File: config.mk
export PLATFORM = sky130hd
export DESIGN_NAME = udp_ip_fragmenter
export DESIGN_NICKNAME = d
export VERILOG_FILES = /design/src/rtl/udp_ip_fragmenter.sv
export SDC_FILE = /design/constraint.sdc
export NUM_CORES = 1
export LEC_CHECK = 0
export BUFFER_PORTS_ARGS = -buffer_cell sky130_fd_sc_hd__buf_2
export CORE_UTILIZATION = 59
export CTS_CLUSTER_DIAMETER = 100
export DETAILED_ROUTE_END_ITERATION = 8
export PLACE_DENSITY = 0.86
export SYNTH_ARGS = -nofsm -noshare
export SYNTH_HDL_FRONTEND = slang
export SYNTH_SLANG_ARGS = --single-unit
File: constraint.sdc
create_clock -name clk -period 7.7 [get_ports clk]
set_input_delay 1.54 -clock clk [delete_from_list [all_inputs] [get_ports clk]]
set_output_delay 1.54 -clock clk [all_outputs]
set_load 0.02 [all_outputs]
File: src/rtl/udp_ip_fragmenter.sv
// udp_ip_fragmenter: prepends a UDP header to a payload stream and drives the IP
// frame-send engine once per fragment of at most MAX_FRAG bytes.
module udp_ip_fragmenter #(
  parameter int          MAX_FRAG    = 1480,
  parameter logic [15:0] PKT_ID_INIT = 16'h0000,
  parameter logic [7:0]  PROTOCOL    = 8'd17
) (
  input  logic        clk,
  input  logic        rst,
  input  logic        i_cmd_vld,
  output logic        o_cmd_rdy,
  input  logic [15:0] i_cmd_len,
  input  logic [15:0] i_src_port,
  input  logic [15:0] i_dst_port,
  input  logic [31:0] i_pl_data,
  input  logic        i_pl_vld,
  output logic        o_pl_rdy,
  output logic        o_sync,
  input  logic        i_eng_ready,
  output logic        o_more_frame,
  output logic [15:0] o_pkt_id,
  output logic [15:0] o_frame_size,
  output logic [15:0] o_frame_offset,
  output logic [7:0]  o_protocol,
  output logic [31:0] o_eng_data,
  output logic        o_eng_vld,
  input  logic        i_eng_rdy,
  output logic        o_busy,
  output logic        o_done,
  output logic        o_err
);
  typedef enum logic [2:0] {IDLE, CALC, SYNC, ACK, HDR0, HDR1, DATA, WAIT_RDY} state_t;
  localparam logic [15:0] MF = 16'(MAX_FRAG);
  state_t state_q, state_d;
  logic [15:0] src_q, src_d, dst_q, dst_d, len_q, len_d, rem_q, rem_d, off_q, off_d;
  logic [15:0] fsize_q, fsize_d, foff_q, foff_d, cnt_q, cnt_d, pkt_id_q, pkt_id_d;
  logic        first_q, first_d, more_q, more_d, done_q, done_d, err_q, err_d;
  logic        accept, xfer, frag_end, data_live;
  logic [15:0] cmd_len, fs;
  assign cmd_len   = i_cmd_len & 16'hFFFC;
  assign fs        = rem_q > MF ? MF : rem_q;
  assign accept    = i_cmd_vld && o_cmd_rdy;
  assign xfer      = o_eng_vld && i_eng_rdy;
  assign data_live = state_q == DATA && cnt_q != 16'd0;
  // an empty first fragment (L=0) reaches DATA with nothing left and ends without a transfer
  assign frag_end  = state_q == DATA && (cnt_q == 16'd0 || (xfer && cnt_q == 16'd1));
  always_ff @(posedge clk) begin
    if (rst) state_q <= IDLE;
    else     state_q <= state_d;
  end
  always_comb begin
    state_d = state_q;
    case (state_q)
      IDLE:     state_d = accept && cmd_len <= 16'd65504 ? CALC : IDLE;
      CALC:     state_d = SYNC;
      SYNC:     state_d = i_eng_ready ? ACK : SYNC;
      ACK:      state_d = i_eng_ready ? ACK : first_q ? HDR0 : DATA;
      HDR0:     state_d = xfer ? HDR1 : HDR0;
      HDR1:     state_d = xfer ? DATA : HDR1;
      DATA:     state_d = frag_end ? (more_q ? WAIT_RDY : IDLE) : DATA;
      WAIT_RDY: state_d = i_eng_ready ? CALC : WAIT_RDY;
      default:  state_d = IDLE;
    endcase
  end
  always_ff @(posedge clk) begin
    if (rst) begin
      src_q    <= '0;
      dst_q    <= '0;
      len_q    <= '0;
      rem_q    <= '0;
      off_q    <= '0;
      fsize_q  <= '0;
      foff_q   <= '0;
      cnt_q    <= '0;
      pkt_id_q <= PKT_ID_INIT;
      first_q  <= 1'b0;
      more_q   <= 1'b0;
      done_q   <= 1'b0;
      err_q    <= 1'b0;
    end else begin
      src_q    <= src_d;
      dst_q    <= dst_d;
      len_q    <= len_d;
      rem_q    <= rem_d;
      off_q    <= off_d;
      fsize_q  <= fsize_d;
      foff_q   <= foff_d;
      cnt_q    <= cnt_d;
      pkt_id_q <= pkt_id_d;
      first_q  <= first_d;
      more_q   <= more_d;
      done_q   <= done_d;
      err_q    <= err_d;
    end
  end
  always_comb begin
    src_d    = src_q;
    dst_d    = dst_q;
    len_d    = len_q;
    rem_d    = rem_q;
    off_d    = off_q;
    fsize_d  = fsize_q;
    foff_d   = foff_q;
    cnt_d    = cnt_q;
    pkt_id_d = pkt_id_q;
    first_d  = first_q;
    more_d   = more_q;
    done_d   = 1'b0;
    err_d    = 1'b0;
    if (accept) begin
      src_d   = i_src_port;
      dst_d   = i_dst_port;
      len_d   = cmd_len;
      rem_d   = cmd_len + 16'd8;
      off_d   = '0;
      first_d = 1'b1;
      err_d   = cmd_len > 16'd65504;
    end
    if (state_q == CALC) begin
      fsize_d = fs;
      more_d  = rem_q > MF;
      foff_d  = off_q;
      cnt_d   = fs >> 2;
    end
    if (xfer) cnt_d = cnt_q - 16'd1;
    if (frag_end) begin
      rem_d    = rem_q - fsize_q;
      off_d    = off_q + fsize_q;
      first_d  = 1'b0;
      done_d   = !more_q;
      pkt_id_d = more_q ? pkt_id_q : pkt_id_q + 16'd1;
    end
  end
  always_comb begin
    o_cmd_rdy  = state_q == IDLE;
    o_busy     = state_q != IDLE;
    o_sync     = state_q == ACK;
    o_eng_vld  = state_q == HDR0 || state_q == HDR1 || (data_live && i_pl_vld);
    o_pl_rdy   = data_live && i_eng_rdy;
    o_eng_data = state_q == HDR0 ? {src_q, dst_q} :
                 state_q == HDR1 ? {len_q + 16'd8, 16'h0000} : i_pl_data;
  end
  assign o_more_frame   = more_q;
  assign o_pkt_id       = pkt_id_q;
  assign o_frame_size   = fsize_q;
  assign o_frame_offset = foff_q;
  assign o_protocol     = PROTOCOL;
  assign o_done         = done_q;
  assign o_err          = err_q;
endmodule

==> out/qor.csv, run 1 <==
stage,metric,value,unit
status,status,completed,
synth,"Seq/Total Area, Yosys",0.361,
placement,pre-CTS setup slack,4110,ps
sta,Worst-Margin Slew,932,ps
detailed_routing,Pre-antenna DRT Iters,5,
min_path,worst min path class,reg2reg,
power,Total Power,2.05,mW
power,PwrDens,211,nW/µm²
worst_setup_path,Worst Path Required,6160,ps
grt,vias in the first global route,7341,
detailed_routing,post-route antenna net violation count,0,
placement,hpwl dp,14300,µm
clocking,H-tree depth,4,
cells_and_area,footprint of the multi-input gates,4880,µm²
clocking,number of gates resized after CTS,0,
cells_and_area,final instance area,9710,µm²
grt,first-pass GRT wire length,34300,µm
clocking,Post-CTS Setup Bufs,0,
worst_setup_path,CP Cell Sequence,and3_1 -> and3_1 -> nand3_1 -> nor3_1 -> xor2_1 -> mux2i_1 -> o21ai_0 -> buf_2,
clocking,"Reg clk slew, reported paths",60,ps
run,MaxCap Viol Count,0,
worst_setup_path,crit path launch type,flip-flop,
worst_setup_path,CP peak stage delay,420,ps
grt,initial antenna violation count,0,
detailed_routing,routed len/inst,14.8,µm
cells_and_area,Storage cell area,2980,µm²
power,leak pwr,4.17,nW
synth,"FFs w/ async S/R, synth",0,
clocking,Hold Buf Count CTS,0,
floorplanning,starting density of the core,0.614,
synth,Post-synth EDFFs,0,
synth,synthesized instance count,1095,
worst_setup_path,Worst EP arrival,2250,ps
cells_and_area,Area growth syn-to-layout,17.7,%
sta,hold_ws,450,ps
sta,setup TNS,0,ps
sta,unrepaired setup endpoints after global routing,no,
clocking,CTS Buffer Depth,2,
clocking,CTS Sinks,149,
sta,final hold vios,0,
grt,"Remaining Overflow, GRT",0,
cells_and_area,layout cells sized above 1,0.185,
sta,fin. max-slew vios,0,
synth,Synth Area per Inst,7.54,µm²
detailed_routing,Iter 0 DRT Violations,745,
synth,"FF+latch count, synth",149,
floorplanning,Core Area,13500,µm²
detailed_routing,DRC violations left,0,
cells_and_area,Layout fillers,1125,
worst_setup_path,cell mode on critical path,and3_1,
detailed_routing,Vias/cell,5.76,
clocking,clk_lat worst skew,430,ps
sta,Clock Skew,10.4,ps
power,peak supply drop,167,µV
cells_and_area,Nets,1351,
worst_setup_path,Setup crit end kind,output port,
placement,GP Congestion,0.869,
clocking,clk root buf,clkbuf_16,
placement,Buffers on Ports,171,
worst_setup_path,Max Fanout on Critical Path,5,
detailed_routing,DRT Wirelength,20900,µm
sta,headroom to the max-slew limit,0.379,
synth,"Distinct cells, synth",63,
synth,Synth warnings,0,
worst_setup_path,Critical-path top delay cell,dfxtp_1,
sta,Tcrit/Tclk final,0.492,
grt,largest net degree at the start of global routing,80,
floorplanning,Die Y,120,µm
floorplanning,Die W,120,µm
synth,Synth Cell Area,8260,µm²
grt,overall routing resource usage,0.293,
floorplanning,I/O Pins,182,
sta,post-route setup slack,3910,ps
sta,final setup vio count,0,
floorplanning,Die ar.,14500,µm²
worst_setup_path,critical path class,reg2out,
floorplanning,FP Rows,42,
clocking,CTS Buf Count,17,
detailed_routing,via count,8157,
cells_and_area,Antenna Cells,0,
clocking,CTS tree,yes,
placement,Placement Cell Area,9120,µm²
worst_setup_path,flop-to-flop setup slack,4870,ps
sta,Tmin final,3790,ps
sta,f_max,264,MHz
synth,top_reg_cell synth,dfxtp_1,
[cell families (layout without fill, tap and decap cells)]
logic type | after synthesis | count (layout) | share of synthesized area
and+or+nand+nor | 452 | 452 | 0.255
AOI/OAI and AO/OA | 293 | 293 | 0.208
DFF | 149 | 149 | 0.361
buffers and inverters | 103 | 242 | 0.0520
xor gates and xnor gates | 50 | 50 | 0.0530
adders and majority gates | 37 | 37 | 0.0579
muxes | 9 | 9 | 0.0111
other | 2 | 8 | 0.000910
[layout by cell type, fill, tap and decap left out, types with 5 or more instances in the layout]
master and instances:
nor2_1 63, a211oi_1 8, a22oi_1 6, nand2b_1 22, mux2i_1 8, ha_1 35, or4_1 8, o211ai_1 6
nand4_1 17, clkbuf_8 5, nand2_1 223, clkbuf_16 17, inv_1 32, xor2_1 28, o21a_1 7, a31oi_1 12
o31ai_1 8, or3_1 18, clkinv_2 5, a21o_1 14, and3_1 10, o21ai_0 72, xnor2_1 22, dfxtp_1 149
buf_4 9, nor3_1 18, o21bai_1 5, conb_1 8, a21oi_1 128, buf_2 170, and2_1 5, nand3_1 40
[final cells by class]
type / count / share of cell area
clock buffers: 22 / 0.0509
well taps: 176 / 0.0227
clock inverters: 9 / 0.0103
inverters: 32 / 0.0124
multi-input cells: 849 / 0.502
flip-flops and latches: 149 / 0.307
repair buffers: 179 / 0.0946
[Yosys cell counts (all sizes together), types with 4 or more instances]
| cell type | n | area share |
|---|---|---|
| buf | 17 | 0.013 |
| or3 | 18 | 0.014 |
| o21ai | 72 | 0.044 |
| a31oi | 12 | 0.0091 |
| o21a | 7 | 0.0064 |
| xnor2 | 22 | 0.023 |
| or4 | 12 | 0.012 |
| a21oi | 128 | 0.078 |
| nor2b | 4 | 0.0030 |
| a22oi | 6 | 0.0055 |
| xor2 | 28 | 0.030 |
| nor2 | 63 | 0.029 |
| nand2b | 23 | 0.017 |
| inv | 32 | 0.015 |
| o211ai | 6 | 0.0055 |
| a211oi | 8 | 0.0073 |
| o31ai | 8 | 0.0073 |
| nand4 | 17 | 0.013 |
| o21bai | 5 | 0.0045 |
| clkbuf | 54 | 0.025 |
| ha | 35 | 0.053 |
| and2 | 6 | 0.0045 |
| mux2i | 8 | 0.0097 |
| a221oi | 4 | 0.0042 |
| nand2 | 224 | 0.10 |
| dfxtp | 149 | 0.36 |
| nor3 | 20 | 0.013 |
| nand3 | 41 | 0.025 |
| a21o | 14 | 0.013 |
| and3 | 10 | 0.0076 |
[per-layer routing]
layer,track usage,vias to the layer above,wire length (µm)
li1,-,4088,-
met1,0.370,3753,9040
met2,0.488,267,10100
met3,0.0599,49,1220
met4,0.120,0,516
met5,0,-,0
[report_power, final]
| group | leakage (nW) | internal, mW | total (mW) | switching [mW] |
|---|---|---|---|---|
| logic | 2.66 | 0.147 | 0.386 | 0.239 |
| clock network | 0.294 | 0.514 | 0.825 | 0.311 |
| registers | 1.21 | 0.807 | 0.840 | 0.0329 |
[critical path: cells and delay by family, from the launching register on]
family	cells	cell delay, ps
and+or+nand+nor	4	770
DFF	1	420
buffers and inverters	1	200
xor gates and xnor gates	1	190
AOI/OAI and AO/OA	1	140
muxes	1	90
[state kept, by name, indices dropped and copies added (netlist names)]
register,flops
state_q,3
o_pkt_id,16
dst_q,16
len_q,14
o_done,1
off_q,16
o_frame_size,16
o_frame_offset,16
cnt_q,16
first_q,1
o_err,1
o_more_frame,1
rem_q,16
src_q,16
[through the flow]
stage,instances,utilization
2_1_floorplan,1101,-
3_3_place_gp,1385,0.678
3_5_place_dp,1385,0.678
4_1_cts,1416,0.722
5_1_grt,1416,0.722
6_report,1416,0.722
[worst paths after layout]
kind                                       from        endpoint  depth (start not counted)
worst max-delay path                   len_q[7]  o_eng_data[31]                          8
worst min register to register        src_q[12]       src_q[12]                          2
worst max register to register  o_frame_size[4]       off_q[15]                          8
worst min-delay path                  src_q[12]       src_q[12]                          2
No activity file was read; power rests on OpenSTA's default activity.
==> run 2: changes to the inputs <==
- CORE_UTILIZATION: 59 -> 55
- PLACE_DENSITY: 0.86 -> 0.81
- clock period: 7.7 -> 3.5 ns (I/O delays scaled with it)
==> out/qor.csv, run 2 (synthesis results as in run 1) <==
stage,metric,value,unit,change
clocking,H-tree depth,4,,unchanged
sta,Worst-Margin Slew,901,ps,-30.8 ps
worst_setup_path,critical path class,reg2out,,
worst_setup_path,Setup crit end kind,output port,,
clocking,CTS Buf Count,17,,unchanged
cells_and_area,most frequent cells in the layout,"223 x nand2_1, 170 x buf_2, 149 x dfxtp_1",,
detailed_routing,routed len/inst,14.5,µm,-1.8%
clocking,clk root buf,clkbuf_16,,
detailed_routing,DRC violations left,0,,unchanged
worst_setup_path,CP Cell Sequence,and3_1 -> and3_1 -> nand3_1 -> nor3_1 -> xor2_1 -> mux2i_1 -> o21ai_0 -> buf_2,,
worst_setup_path,Max Fanout on Critical Path,5,,unchanged
grt,"Remaining Overflow, GRT",0,,unchanged
sta,unrepaired setup endpoints after global routing,no,,
placement,hpwl dp,14800,µm,+3.5%
floorplanning,I/O Pins,182,,unchanged
worst_setup_path,Worst EP arrival,2200,ps,-50 ps
sta,post-route setup slack,597,ps,-3310 ps
floorplanning,Core Area,14600,µm²,+8.4%
cells_and_area,Area growth syn-to-layout,17.9,%,
worst_setup_path,flop-to-flop setup slack,780,ps,-4090 ps
detailed_routing,via count,8020,,-1.7%
placement,Buffers on Ports,171,,unchanged
detailed_routing,DRT Wirelength,20700,µm,-1.1%
grt,largest net degree at the start of global routing,66,,-18%
grt,vias in the first global route,7121,,-3.0%
floorplanning,FP Rows,44,,+4.8%
grt,first-pass GRT wire length,34500,µm,+0.56%
sta,Tcrit/Tclk final,0.829,,
clocking,clk_lat worst skew,420,ps,about the same
clocking,"Reg clk slew, reported paths",60,ps,about the same
worst_setup_path,crit path launch type,flip-flop,,
worst_setup_path,Critical-path top delay cell,dfxtp_1,,
grt,initial antenna violation count,0,,unchanged
power,leak pwr,4.17,nW,about the same
clocking,CTS Sinks,149,,unchanged
cells_and_area,Antenna Cells,0,,unchanged
sta,final hold vios,0,,unchanged
floorplanning,Die W,125,µm,+3.5%
min_path,worst min path class,reg2reg,,
cells_and_area,layout cells sized above 1,0.185,,+0.000508
placement,Placement Cell Area,9150,µm²,+0.36%
sta,Clock Skew,5.09,ps,-5.31 ps
worst_setup_path,Worst Path Required,2800,ps,-3360 ps
sta,setup TNS,0,ps,unchanged
worst_setup_path,cell mode on critical path,and3_1,,
clocking,number of gates resized after CTS,0,,unchanged
sta,f_max,344,MHz,
detailed_routing,Pre-antenna DRT Iters,5,,unchanged
floorplanning,starting density of the core,0.566,,-0.0478
cells_and_area,Layout fillers,1279,,+14%
run,MaxCap Viol Count,0,,unchanged
clocking,Hold Buf Count CTS,0,,unchanged
floorplanning,Die ar.,15500,µm²,+7.1%
power,PwrDens,462,nW/µm²,+120%
placement,placed insts,1396,,+0.79%
clocking,CTS Buffer Depth,2,,unchanged
placement,GP Congestion,0.875,,+0.67%
cells_and_area,final instance area,9730,µm²,+0.17%
cells_and_area,Non-Filler Instances,1426,,+0.71%
power,peak supply drop,346,µV,+110%
placement,pre-CTS setup slack,845,ps,-3260 ps
detailed_routing,post-route antenna net violation count,0,,unchanged
cells_and_area,Nets,1354,,+0.22%
sta,Tmin final,2900,ps,
grt,overall routing resource usage,0.269,,-0.0244
clocking,Post-CTS Setup Bufs,0,,unchanged
floorplanning,Die Y,125,µm,+3.5%
sta,hold_ws,451,ps,+1.11 ps
status,status,completed,,
clocking,CTS tree,yes,,
cells_and_area,"most common cell after layout, fill and taps aside",nand2_1,,
worst_setup_path,CP peak stage delay,410,ps,about the same
sta,fin. max-slew vios,0,,unchanged
detailed_routing,Iter 0 DRT Violations,475,,-36%
sta,final setup vio count,0,,unchanged
sta,headroom to the max-slew limit,0.399,,+0.0206
detailed_routing,Vias/cell,5.62,,-2.4%
## run 2: cell count changes in the layout (fill, tap and decap cells not counted)
| cell | delta |
|---|---|
| clkbuf_8 | -4 |
| buf_4 | +3 |
| bufinv_16 | +1 |
| clkbuf_1 | +1 |
| clkinv_2 | +1 |
## run 2: layout make-up
type | instances | area (µm²) | area share
multi-input cells | 849 | 4880 | 0.501
flip-flops and latches | 149 | 2980 | 0.307
repair buffers | 182 | 941 | 0.0967
clock buffers | 19 | 443 | 0.0455
well taps | 184 | 230 | 0.0237
clock inverters | 11 | 135 | 0.0139
inverters | 32 | 120 | 0.0123
## run 2: layer usage
| layer | global-route usage | routed length, µm | vias to the layer above |
|---|---|---|---|
| met5 | 0 | 0 | - |
| met4 | 0.0751 | 267 | 0 |
| met3 | 0.0601 | 1040 | 24 |
| met2 | 0.450 | 9910 | 191 |
| met1 | 0.346 | 9480 | 3724 |
| li1 | - | - | 4081 |
## run 2: worst max-delay path: cells and delay by family, from the launching register on
kind            cells  cell delay (ps)
xor+xnor            1              170
simple gates        4              780
mux                 1               90
compound gates      1              140
buf+inv             1              190
flops               1              410
## run 2: final timing paths
| path | startpoint | to | cells after the start |
|---|---|---|---|
| hold reg to reg | o_frame_offset[12] | o_frame_offset[12] | 2 |
| setup reg to reg | o_frame_size[6] | off_q[15] | 8 |
| setup / recovery | len_q[7] | o_eng_data[31] | 8 |
| hold / removal | o_frame_offset[12] | o_frame_offset[12] | 2 |
## run 2: report_power, final
group	internal [mW]	switching (mW)	leakage, nW
logic	0.325	0.522	2.68
registers	1.78	0.0751	1.21
clock network	1.12	0.678	0.284
total	3.22	1.28	4.17
## run 2: metrics by stage
stage | utilization | total power [mW]
final | 0.667 | 4.50
after detailed placement | 0.627 | 2.72
after CTS | 0.667 | 4.52
after floorplan | - | 2.50
after global placement | 0.627 | 2.71
after global routing | 0.667 | 4.71
==> run 3: changes to the inputs <==
- ABC_AREA: not set -> 1
- CORE_UTILIZATION: 55 -> 50
- PLACE_DENSITY: 0.81 -> 0.77
- clock period: 3.5 -> 2.6 ns (I/O delays scaled with it)
==> out/qor.csv, run 3 <==
stage,metric,value,unit,change
worst_setup_path,Worst EP arrival,2000,ps,-200 ps
floorplanning,Die ar.,18000,µm²,+16%
synth,Compound-Gate Fraction of Synth Area,0.191,,-0.0177
synth,"FF+latch count, synth",149,,unchanged
run,MaxCap Viol Count,0,,unchanged
worst_setup_path,r2r startpoint,cnt_q[0],,
clocking,clk_lat worst skew,430,ps,about the same
synth,mux cell area share after synthesis,0,,-0.0111
worst_setup_path,reg2reg end,off_q[8],,
cells_and_area,most frequent cells in the layout,"250 x nand2_1, 170 x buf_2, 148 x a21oi_1",,
detailed_routing,Pre-antenna DRT Iters,5,,unchanged
sta,Tmin final,2520,ps,
synth,post-synth top area cell,dfxtp_1,,
clocking,"Reg clk slew, reported paths",60,ps,about the same
synth,"top cells by count, synth","251 x nand2_1, 149 x dfxtp_1, 148 x a21oi_1",,
worst_setup_path,critical path class,reg2out,,
detailed_routing,Vias/cell,5.36,,-4.7%
synth,largest family of logic cells by synthesized area,simple AND/OR/NAND/NOR gates,,
detailed_routing,routed len/inst,14.0,µm,-3.8%
min_path,hold endpoint,dst_q[14],,
cells_and_area,final core utilization,0.617,,-0.0497
synth,Synth Area in Simple Gates,0.280,,+0.0248
power,peak supply drop,513,µV,+48%
clocking,CTS Buffer Depth,2,,unchanged
power,Internal,4.39,mW,+36%
clocking,clk root buf,clkbuf_16,,
floorplanning,Die Y,134,µm,+7.7%
detailed_routing,post-route antenna net violation count,0,,unchanged
sta,unrepaired setup endpoints after global routing,yes,,
placement,Buffers on Ports,171,,unchanged
synth,"count leader, synth",nand2_1,,
power,Comb pwr share,0.233,,+0.045
sta,Worst-Margin Slew,849,ps,-52.5 ps
floorplanning,starting density of the core,0.519,,-0.0466
floorplanning,Core Area,16800,µm²,+15%
cells_and_area,Area growth syn-to-layout,18.9,%,
power,clock share of power,0.374,,-0.026
synth,Post-synth EDFFs,0,,unchanged
clocking,CTS tree,yes,,
grt,first-pass GRT wire length,38100,µm,+11%
grt,"Remaining Overflow, GRT",0,,unchanged
synth,"Distinct cells, synth",48,,-24%
floorplanning,Die W,134,µm,+7.7%
grt,overall routing resource usage,0.261,,-0.00791
min_path,hold path depth,3,,+1
placement,GP Congestion,0.937,,+7.1%
detailed_routing,DRC violations left,0,,unchanged
sta,Tcrit/Tclk final,0.968,,
worst_setup_path,flop-to-flop setup slack,330,ps,-450 ps
floorplanning,I/O Pins,182,,unchanged
sta,final hold vios,0,,unchanged
worst_setup_path,Max Fanout on Critical Path,3,,-2
grt,initial antenna violation count,1,,+1
cells_and_area,Nets,1561,,+15%
power,leak pwr,4.76,nW,+14%
synth,Adder-Cell Fraction of Synth Area,0.0547,,-0.00317
cells_and_area,"most common cell after layout, fill and taps aside",nand2_1,,
cells_and_area,layout cells sized above 1,0.183,,-0.00243
synth,Synth warnings,0,,unchanged
worst_setup_path,Worst Path Required,2080,ps,-720 ps
worst_setup_path,Setup crit end kind,output port,,
synth,Synth Area per Inst,6.79,µm²,-10%
min_path,HP Start,i_dst_port[14],,
power,Flop pwr share,0.394,,-0.017
synth,post-synth top area share,0.342,,-0.0198
power,PwrDens,622,nW/µm²,+35%
clocking,H-tree depth,4,,unchanged
synth,synthesized instance count,1287,,+18%
worst_setup_path,Reg2Reg Depth,12,,+4
sta,final setup vio count,0,,unchanged
grt,largest net degree at the start of global routing,84,,+27%
clocking,CTS Buf Count,17,,unchanged
grt,vias in the first global route,8075,,+13%
synth,post-synthesis xor/xnor area fraction,0.0381,,-0.0149
status,status,completed,,
floorplanning,FP Rows,47,,+6.8%
detailed_routing,via count,8956,,+12%
synth,"FFs w/ async S/R, synth",0,,unchanged
power,sw frac,0.320,,+0.0363
sta,f_max,397,MHz,
power,Switch Pwr,2.07,mW,+62%
placement,hpwl dp,16900,µm,+14%
worst_setup_path,crit path launch type,flip-flop,,
clocking,CTS Sinks,149,,unchanged
sta,fin. max-slew vios,0,,unchanged
synth,synth top area cells,"dfxtp_1 34%, nand2_1 11%, a21oi_1 8.5%, o21ai_0 6.6%, nand3_1 6.5%",,
detailed_routing,DRT Wirelength,23300,µm,+13%
sta,Clock Skew,7.46,ps,+2.37 ps
synth,top_reg_cell synth,dfxtp_1,,
synth,Synth Cell Area,8730,µm²,+5.8%
sta,headroom to the max-slew limit,0.434,,+0.0350
synth,"Seq/Total Area, Yosys",0.342,,-0.0198
min_path,worst min path class,in2reg,,
power,Total Power,6.46,mW,+44%
detailed_routing,Iter 0 DRT Violations,601,,+27%
run 3: cell count changes after synthesis, sizes merged, moves of 13 or more:
cell / previous run / this run
nand3: 41 / 117
or2: 1 / 14
nand2: 224 / 259
nand2b: 23 / 0
a21oi: 128 / 148
o21ai: 72 / 119
inv: 32 / 137
or3: 18 / 0
clkbuf: 54 / 36
nor2: 63 / 112
run 3: logic make-up after synthesis:
logic type | after synthesis
AOI/OAI and AO/OA | 310
xor gates and xnor gates | 38
adders and majority gates | 37
buffers and inverters | 200
DFF | 149
other | 2
and+or+nand+nor | 551
run 3: power groups by stage:
| stage | registers (mW) | clock network [mW] | logic, mW |
|---|---|---|---|
| after detailed placement | 2.59 | 0 | 1.48 |
| final | 2.54 | 2.41 | 1.50 |
| after floorplan | 2.60 | 0 | 1.05 |
| after global placement | 2.58 | 0 | 1.45 |
| after global routing | 2.56 | 2.54 | 1.70 |
| after CTS | 2.54 | 2.44 | 1.49 |
run 3: worst max-delay path, cell delays in order, from the launching register on:
cell and delay, ps:
dfxtp_2 360, ha_4 150, nand4_1 130, nor2_2 170
inv_2 80, nor2_4 100, nand2_1 80, xor2_1 150
o221ai_1 180, buf_4 170
run 3: timing repair:
action	CTS	global route
hold buffers	0	0
buffers inserted	0	1
setup endpoints to repair	2	4
pin swaps	0	4
gates resized for setup	2	11
run 3: worst max-delay path by stage:
stage | startpoint | end | slack (ps) | depth (start not counted)
floorplan | len_q[3] | o_eng_data[31] | 540 | 8
global placement | cnt_q[0] | off_q[8] | 420 | 12
CTS | len_q[3] | o_eng_data[29] | -50 | 8
detailed placement | cnt_q[0] | off_q[8] | 360 | 12
finish | len_q[4] | o_eng_data[31] | 80 | 9
global route | len_q[4] | o_eng_data[31] | -50 | 9
run 3: area by class of cell:
cell class,instances,area (µm²)
Clock buffer,18,439
Tap cell,220,275
Timing Repair Buffer,189,1030
Antenna cell,1,2.50
Clock inverter,13,134
Sequential cell,149,2990
Fill cell,1588,6440
Multi-Input combinational cell,944,5000
Inverter,137,514
run 3: metrics by stage:
step           instances  hold WS, ps  cell area [µm²]  setup TNS [ps]  setup WS (ps)
3_3_place_gp        1638          433             9750               0            418
5_1_grt             1671          380            10400           -49.8          -49.8
4_1_cts             1669          358            10300           -98.7          -51.7
3_5_place_dp        1638          437             9750               0            358
2_1_floorplan       1293          425             8760               0            542
6_report            1671          367            10400               0           82.7
run 3: routing by layer:
| metal | vias to the layer above | share of wire | track usage |
|---|---|---|---|
| met3 | 34 | 0.055 | 0.0359 |
| li1 | 4571 | - | - |
| met1 | 4093 | 0.46 | 0.350 |
| met4 | 0 | 0.020 | 0.105 |
| met5 | - | 0 | 0 |
| met2 | 258 | 0.46 | 0.423 |
